<file path="config.mk">
export PLATFORM = sky130hd
export DESIGN_NAME = trng_collector
export DESIGN_NICKNAME = d
export VERILOG_FILES = /design/src/rtl/trng_collector.sv
export SDC_FILE = /design/constraint.sdc
export NUM_CORES = 1
export LEC_CHECK = 0
export CORE_ASPECT_RATIO = 2
export CORE_MARGIN = 3
export CORE_UTILIZATION = 42
export DETAILED_ROUTE_END_ITERATION = 10
export GPL_TIMING_DRIVEN = 0
export PLACE_DENSITY_LB_ADDON = 0.1
export RECOVER_POWER = 50
export SETUP_SLACK_MARGIN = 0.02
export SYNTH_ARGS = -nofsm -noshare
export SYNTH_HDL_FRONTEND = slang
export SYNTH_SLANG_ARGS = --single-unit
</file>
<file path="constraint.sdc">
create_clock -name clk -period 2.55 [get_ports clk]
set_clock_uncertainty 0.1 [all_clocks]
set_input_delay 0.3825 -clock clk [delete_from_list [all_inputs] [get_ports clk]]
set_output_delay 0.3825 -clock clk [all_outputs]
set_load 0.05 [all_outputs]
</file>
<file path="src/rtl/trng_collector.sv">
// Consumer side of the ring-oscillator TRNG: synchronizes the raw bit, optionally applies
// von Neumann debiasing, runs a repetition-count health test and offers words over valid/ready.
module trng_collector #(
    parameter int WORD_WIDTH    = 32,
    parameter int WARMUP_CYCLES = 256,
    parameter int REP_LIMIT     = 32
) (
    input  logic                  clk,
    input  logic                  reset,
    input  logic                  enable,
    input  logic                  debias_en,
    output logic                  trng_en,
    input  logic                  trng_in,
    output logic [WORD_WIDTH-1:0] rnd_data,
    output logic                  rnd_valid,
    input  logic                  rnd_ready,
    output logic                  health_fail
);
    localparam int BW = $clog2(WORD_WIDTH + 1);
    localparam int WW = $clog2(WARMUP_CYCLES + 1);
    localparam int RW = $clog2(REP_LIMIT + 1);

    localparam logic [BW-1:0] BIT_ZERO  = BW'(0);
    localparam logic [BW-1:0] BIT_ONE   = BW'(1);
    localparam logic [BW-1:0] BIT_LAST  = BW'(WORD_WIDTH - 1);
    localparam logic [WW-1:0] WARM_ZERO = WW'(0);
    localparam logic [WW-1:0] WARM_ONE  = WW'(1);
    localparam logic [WW-1:0] WARM_LAST = WW'(WARMUP_CYCLES - 1);
    localparam logic [RW-1:0] RUN_ZERO  = RW'(0);
    localparam logic [RW-1:0] RUN_ONE   = RW'(1);
    localparam logic [RW-1:0] RUN_MAX   = RW'(REP_LIMIT);

    typedef enum logic [2:0] {
        IDLE    = 3'd0,
        WARMUP  = 3'd1,
        COLLECT = 3'd2,
        FULL    = 3'd3,
        FAIL    = 3'd4
    } state_t;

    state_t                state_r;
    state_t                state_next_s;
    logic [1:0]            sync_r;
    logic                  sbit_s;
    logic [WW-1:0]         warm_cnt_r;
    logic [BW-1:0]         bit_cnt_r;
    logic [RW-1:0]         run_cnt_r;
    logic [RW-1:0]         run_next_s;
    logic                  last_bit_r;
    logic                  pair_have_r;
    logic                  pair_first_r;
    logic                  debias_r;
    logic [WORD_WIDTH-1:0] rnd_data_r;
    logic                  rnd_valid_r;
    logic                  trng_en_r;
    logic                  health_fail_r;
    logic                  accept_s;
    logic                  accept_bit_s;
    logic                  word_done_s;
    logic                  handshake_s;
    logic                  run_hit_s;

    assign sbit_s      = sync_r[1];
    assign trng_en     = trng_en_r;
    assign rnd_data    = rnd_data_r;
    assign rnd_valid   = rnd_valid_r;
    assign health_fail = health_fail_r;

    // Two-flop synchronizer for the free-running oscillator bit
    always_ff @(posedge clk) begin
        if (reset) begin
            sync_r <= 2'b00;
        end else begin
            sync_r <= {sync_r[0], trng_in};
        end
    end

    // Run-length update, bit acceptance (first bit of an unequal pair) and handshake decode
    always_comb begin
        run_next_s   = RUN_ONE;
        accept_s     = 1'b0;
        accept_bit_s = sbit_s;
        if ((run_cnt_r == RUN_ZERO) || (sbit_s != last_bit_r)) begin
            run_next_s = RUN_ONE;
        end else if (run_cnt_r == RUN_MAX) begin
            run_next_s = RUN_MAX;
        end else begin
            run_next_s = run_cnt_r + RUN_ONE;
        end
        run_hit_s = ((state_r == COLLECT) || (state_r == FULL)) && (run_next_s == RUN_MAX);
        if (state_r != COLLECT) begin
            accept_s = 1'b0;
        end else if (!debias_r) begin
            accept_s = 1'b1;
        end else if (pair_have_r && (pair_first_r != sbit_s)) begin
            accept_s     = 1'b1;
            accept_bit_s = pair_first_r;
        end else begin
            accept_s = 1'b0;
        end
        word_done_s = accept_s && (bit_cnt_r == BIT_LAST);
        handshake_s = (state_r == FULL) && rnd_valid_r && rnd_ready;
    end

    // Next-state selection; a health hit outranks word completion and handshake
    always_comb begin
        state_next_s = state_r;
        if (!enable) begin
            state_next_s = IDLE;
        end else begin
            case (state_r)
                IDLE:    state_next_s = WARMUP;
                WARMUP:  state_next_s = (warm_cnt_r == WARM_LAST) ? COLLECT : WARMUP;
                COLLECT: begin
                    if (run_hit_s) begin
                        state_next_s = FAIL;
                    end else if (word_done_s) begin
                        state_next_s = FULL;
                    end else begin
                        state_next_s = COLLECT;
                    end
                end
                FULL: begin
                    if (run_hit_s) begin
                        state_next_s = FAIL;
                    end else if (handshake_s) begin
                        state_next_s = COLLECT;
                    end else begin
                        state_next_s = FULL;
                    end
                end
                FAIL:    state_next_s = FAIL;
                default: state_next_s = IDLE;
            endcase
        end
    end

    // State register and registered outputs; valid rises one cycle after FULL is entered
    always_ff @(posedge clk) begin
        if (reset) begin
            state_r       <= IDLE;
            trng_en_r     <= 1'b0;
            rnd_valid_r   <= 1'b0;
            health_fail_r <= 1'b0;
        end else begin
            state_r       <= state_next_s;
            trng_en_r     <= (state_next_s == WARMUP) || (state_next_s == COLLECT) ||
                             (state_next_s == FULL);
            rnd_valid_r   <= (state_r == FULL) && (state_next_s == FULL);
            health_fail_r <= (state_next_s == FAIL);
        end
    end

    // Counters, pair latch and word shift register
    always_ff @(posedge clk) begin
        if (reset) begin
            warm_cnt_r   <= WARM_ZERO;
            bit_cnt_r    <= BIT_ZERO;
            run_cnt_r    <= RUN_ZERO;
            last_bit_r   <= 1'b0;
            pair_have_r  <= 1'b0;
            pair_first_r <= 1'b0;
            debias_r     <= 1'b0;
            rnd_data_r   <= {WORD_WIDTH{1'b0}};
        end else begin
            case (state_r)
                IDLE: begin
                    debias_r   <= debias_en;
                    warm_cnt_r <= WARM_ZERO;
                end
                WARMUP: begin
                    warm_cnt_r  <= warm_cnt_r + WARM_ONE;
                    bit_cnt_r   <= BIT_ZERO;
                    run_cnt_r   <= RUN_ZERO;
                    pair_have_r <= 1'b0;
                end
                COLLECT: begin
                    run_cnt_r  <= run_next_s;
                    last_bit_r <= sbit_s;
                    if (debias_r) begin
                        pair_have_r <= ~pair_have_r;
                        if (!pair_have_r) begin
                            pair_first_r <= sbit_s;
                        end
                    end
                    if (accept_s) begin
                        rnd_data_r <= {rnd_data_r[WORD_WIDTH-2:0], accept_bit_s};
                        bit_cnt_r  <= bit_cnt_r + BIT_ONE;
                    end
                end
                FULL: begin
                    run_cnt_r  <= run_next_s;
                    last_bit_r <= sbit_s;
                    if (handshake_s) begin
                        bit_cnt_r   <= BIT_ZERO;
                        pair_have_r <= 1'b0;
                    end
                end
                default: begin
                end
            endcase
        end
    end
endmodule

</file>
=== After elaboration in Yosys (flattened, before gate mapping) ===
Index checks and enable logic that the tools add are counted.
W data, S select, Z words.

* Add/sub/neg operators: 3
* Eq/ne operators: 18
* Mux-type cells: 23
* Bitwise logic cells: 1
* Reductions and logical operators: 20

{| class="wikitable"
|+ Operators with widths
! cell !! count
|-
| $mux W6 || 4
|-
| $pmux W6 S3 || 1
|-
| $pmux W9 S2 || 1
|-
| $pmux W3 S5 || 1
|-
| $add A6 B1 Y6 const B || 2
|-
| $eq A3 B2 Y1 const B || 4
|-
| $eq A6 B6 Y1 const B || 2
|-
| $pmux W6 S2 || 1
|-
| $mux W1 || 10
|-
| $add A9 B1 Y9 const B || 1
|-
| $eq A9 B8 Y1 const B || 1
|-
| $mux W3 || 3
|-
| $reduce_and A3 Y1 || 3
|-
| $eq A3 B1 Y1 const B || 2
|-
| $eq A3 B3 Y1 const B || 2
|-
| $eq A6 B5 Y1 const B || 1
|-
| $logic_and A1 B1 Y1 || 6
|-
| $logic_not A6 Y1 || 1
|-
| $ne A2 B2 Y1 const B || 3
|-
| $logic_or A1 B1 Y1 || 4
|-
| $reduce_bool A2 Y1 || 2
|-
| $logic_not A3 Y1 || 1
|-
| $ne A3 B2 Y1 const B || 1
|-
| $pmux W1 S3 || 1
|-
| 6 further kinds || 7
|}

* Flip-flop bits (word level): 65
* Input bits: 6
* Output and inout port bits: 35
* Word-level logic and storage cells: 78

=== Depth between registers and ports, before layout ===
* Word-level depth: 13
* Mapped depth: 9

=== Worst setup path before layout ===
No wires, ideal clock.

* Kind: reg2reg
* Start point: reg warm_cnt_r[0]
* End point: reg rnd_valid_r (netlist: rnd_valid)
* Setup time: 59 ps
* Arrival time: 1875 ps
* Setup slack: 516 ps
* Stages on the path, launching flop included: 10
* Buffers on the path: 0
* Period minus slack after synthesis: 2034 ps
* Cell sequence: dfxtp_1 > ha_1 > and3_1 > and3_1 > and3_1 > ha_1 > nand2_1 > nand2_1 > a2111oi_0 > and3_2

* Longest elaborated chain between the ends: 6

{| class="wikitable"
|+ RTL lines
! item !! line !! RTL
|-
| from (decl) || 45 || <nowiki>logic [WW-1:0] warm_cnt_r;</nowiki>
|-
| from (signal assigned) || 172 || <nowiki>warm_cnt_r <= warm_cnt_r + WARM_ONE;</nowiki>
|-
| $eq A9 B8 Y1 || 113 || <nowiki>WARMUP: state_next_s = (warm_cnt_r == WARM_LAST) ? COLLECT : WARMUP;</nowiki>
|-
| $mux W2 || 113 ||
|-
| $pmux W3 S5 || 111 || <nowiki>case (state_r)</nowiki>
|-
| $mux W3 || 108 || <nowiki>if (!enable) begin</nowiki>
|-
| $eq A3 B2 Y1 || 149 || <nowiki>rnd_valid_r <= (state_r == FULL) && (state_next_s == FULL);</nowiki>
|-
| $logic_and A1 B1 Y1 || 149 ||
|-
| to (signal assigned) || 149 ||
|-
| to (decl) || 54 || <nowiki>logic rnd_valid_r;</nowiki>
|}

No other way between the ends.
A chain may end at the register's enable or synchronous reset.

=== Final worst setup path ===
* Start point: reg state_r[1]
* End point: reg rnd_data_r[17] (netlist: rnd_data[17])

* Longest elaborated chain between the ends: 3
* Elaborated cells on any way between the ends: 4
* Classes of those cells: eq/ne (2); mux (1); reduce/logical (1)

{| class="wikitable"
|+ RTL lines
! item !! line !! RTL
|-
| from (decl) || 41 || <nowiki>state_t state_r;</nowiki>
|-
| from (signal assigned) || 146 || <nowiki>state_r <= state_next_s;</nowiki>
|-
| $ne A3 B2 Y1 || 91 || <nowiki>if (state_r != COLLECT) begin</nowiki>
|-
| $mux W1 || 91 ||
|-
| $reduce_and A2 Y1 (no line) * || n/a ||
|-
| to (signal assigned) || 164 || <nowiki>rnd_data_r <= {WORD_WIDTH{1'b0}};</nowiki>
|-
| to (signal assigned) || 187 || <nowiki>rnd_data_r <= {rnd_data_r[WORD_WIDTH-2:0], accept_bit_s};</nowiki>
|-
| to (decl) || 53 || <nowiki>logic [WORD_WIDTH-1:0] rnd_data_r;</nowiki>
|}

Mark *: on every way between the ends. The rest lies on a longest branch, timed or not.

==> flow_summary.toml <==
[setup_path]
cp_max_fo = 10
required_ns = 2.70
start_kind = "register"
cp_data_arrival_time_ns = 2.41
critPathCaptureType = "register"
critPathKind = "reg2reg"

[place]
port-buffer-count = 39
placedCellCount = 472
dp_hpwl_um = 4640
routabilityCongestion = 0.838

[yosys]
synth_seq_cells = 65
post-synth-top-count-cell = "nand2_1"
synth_cells = 347
yosysWarnings = 0
syn_area_um2 = 2790
synth_top_area_cell = "dfxtp_1"
synthFlopType = "dfxtp_1"
synth_top_area_share_pct = 46.7
synth_edf_count = 0
yosysSeqAreaShare_pct = 46.7
synthTopCellsByCount = "80 x nand2_1, 65 x dfxtp_1, 48 x a21oi_1, 30 x nor2_1, 12 x o21ai_0"
synth_cell_types = 46
yosys-top-cells-area = "dfxtp_1 47%, nand2_1 11%, a21oi_1 8.6%, nor2_1 4.0%, ha_1 2.2%"
avgSynthCellArea_um2 = 8.03
async_flop_share_pct = 0
syn-num-nets = 358

[floorplan]
dieArea_um2 = 7710
die_x_um = 63.6
core-area_um2 = 6360
start_util_pct = 43.8
num_io_pins = 41
rows = 41
die_h_um = 121

[cells_and_area]
finalNetCount = 408
final.fill_count = 653
multiInputGateArea_um2 = 1370
area_growth_pct = 26.8
n_antenna_cell = 0
drive_gt1_share_pct = 6.00
ff_latch_area_um2 = 1300
final_cell_count_no_fill = 486

[route]
dr.pass1.iters = 4
drt_iter0_markers = 141
vias = 2494
drtAntennaViolNets = 0
drt-total-wl_um = 6300
wire_per_inst_um = 13.0
vias_per_cell = 5.13
drcViolationCount = 0

[clocking]
cts_num_sinks = 65
cts_hold_buf = 0
cts_made_buffers = 9
htree_levels = 3
clk_latency_ns = 0.32
cts_setup_buffers = 0
cts_buffer_depth = 2
cts_tree = "done"
cts-root-buf = "clkbuf_16"
clk_pin_slew_ns = 0.05
ctsResizeCount = 0

[global_routing]
grt_max_degree = 11
antenna_found_initial = 0
track_usage_pct = 18.0
grt_pass1_wl_um = 10700
overflow = 0
first_global_vias = 2315

[timing]
tns_ns = 0
slew_violations = 0
period_minus_slack_ns = 2.26
worst_pin_slew_ns = 0.693
fin_crit_sh_pct = 88.7
setup_viol = 0
rsz0062_at_grt = "false"
max_freq_mhz = 442
max_slew_margin_pct = 53.4
hold_violations = 0

[power_and_ir_drop]
leakage_nw = 1.30
power_density_nw_per_um2 = 621
vdd_drop_max_v = 0.000353
total_power_w = 0.00219

[min_path]
hp-class = "reg2reg"

[status]
status = "completed"

[run]
drv_cap = 0
[registers in the layout, summed over array words and instances, names as in the netlist, 2 cells and up]
name and flops:
state_r 3, rnd_data 32, sync_r 2, run_cnt_r 6, bit_cnt_r 6, warm_cnt_r 9
[power by group]
part,total [W],switching (W),leakage (nW),internal (W)
Clock,0.00109,0.000395,0.129,0.000699
Combinational,0.0000700,0.0000473,0.648,0.0000227
Sequential,0.00103,0.00000450,0.525,0.00102
Total,0.00219,0.000447,1.30,0.00175
[final cells by class]
type,instances,share of cell area (%)
repair buffers,39,11.1
multi-input cells,256,38.6
inverters,9,0.956
clock buffers,14,7.47
flip-flops and latches,65,36.8
plain buffers,17,1.98
well taps,86,3.05
[metal layers]
metal  wire length (um)  share of wire, %  vias up  GRT usage, %
li1                   -                 -     1287             -
met2               3480                55       45          33.1
met3                220               3.5        8          4.17
met5                  0                 0        -             0
met4                135               2.1        0          9.74
met1               2470                39     1154          18.2
[critical path, cell delays in order, from the launching register on]
cell	delay, ns
dfxtp_1	0.44
nor3b_1	0.59
and2_0	0.21
clkbuf_1	0.22
clkbuf_1	0.36
nand2_1	0.11
a21oi_1	0.15
[cell families after synthesis]
family                     Yosys count  share of synthesized area, %
and+or+nand+nor                    155                          25.5
AOI/OAI and AO/OA                   85                          18.2
DFF                                 65                          46.7
buffers and inverters               26                          3.82
xor gates and xnor gates            10                          3.14
adders and majority gates            5                          2.25
muxes                                1                         0.359
[metrics by stage]
step	hold WS, ns	cell area (um2)	util, %	setup slack (ns)
6_report	0.345	3530	55.5	0.288
5_1_grt	0.365	3530	55.5	0.0552
4_1_cts	0.354	3550	55.8	0.243
3_5_place_dp	0.343	3280	51.6	0.241
3_3_place_gp	0.334	3280	51.6	0.304
2_1_floorplan	0.314	2790	-	0.516
[path summary, 6_finish.rpt]
check	from	end	slack, ns	cells past startpoint
setup / recovery	state_r[1]	rnd_data[17]	0.29	6
hold reg to reg	sync_r[0]	sync_r[1]	0.34	1
hold / removal	sync_r[0]	sync_r[1]	0.34	1
setup reg to reg	state_r[1]	rnd_data[17]	0.29	6
[placed cells by master, fill, tap and decap left out, types with 5 or more instances in the layout]
cell type	count
o21ai_0	12
and3_1	5
clkbuf_16	9
nand3_1	10
clkdlybuf4s50_1	25
inv_1	9
dlygate4sd3_1	14
nor2_1	30
nand2_1	80
a22oi_1	6
dfxtp_1	65
xor2_1	6
a21oi_1	48
clkbuf_1	17
ha_1	5
Power figures use the tool's default switching activity.
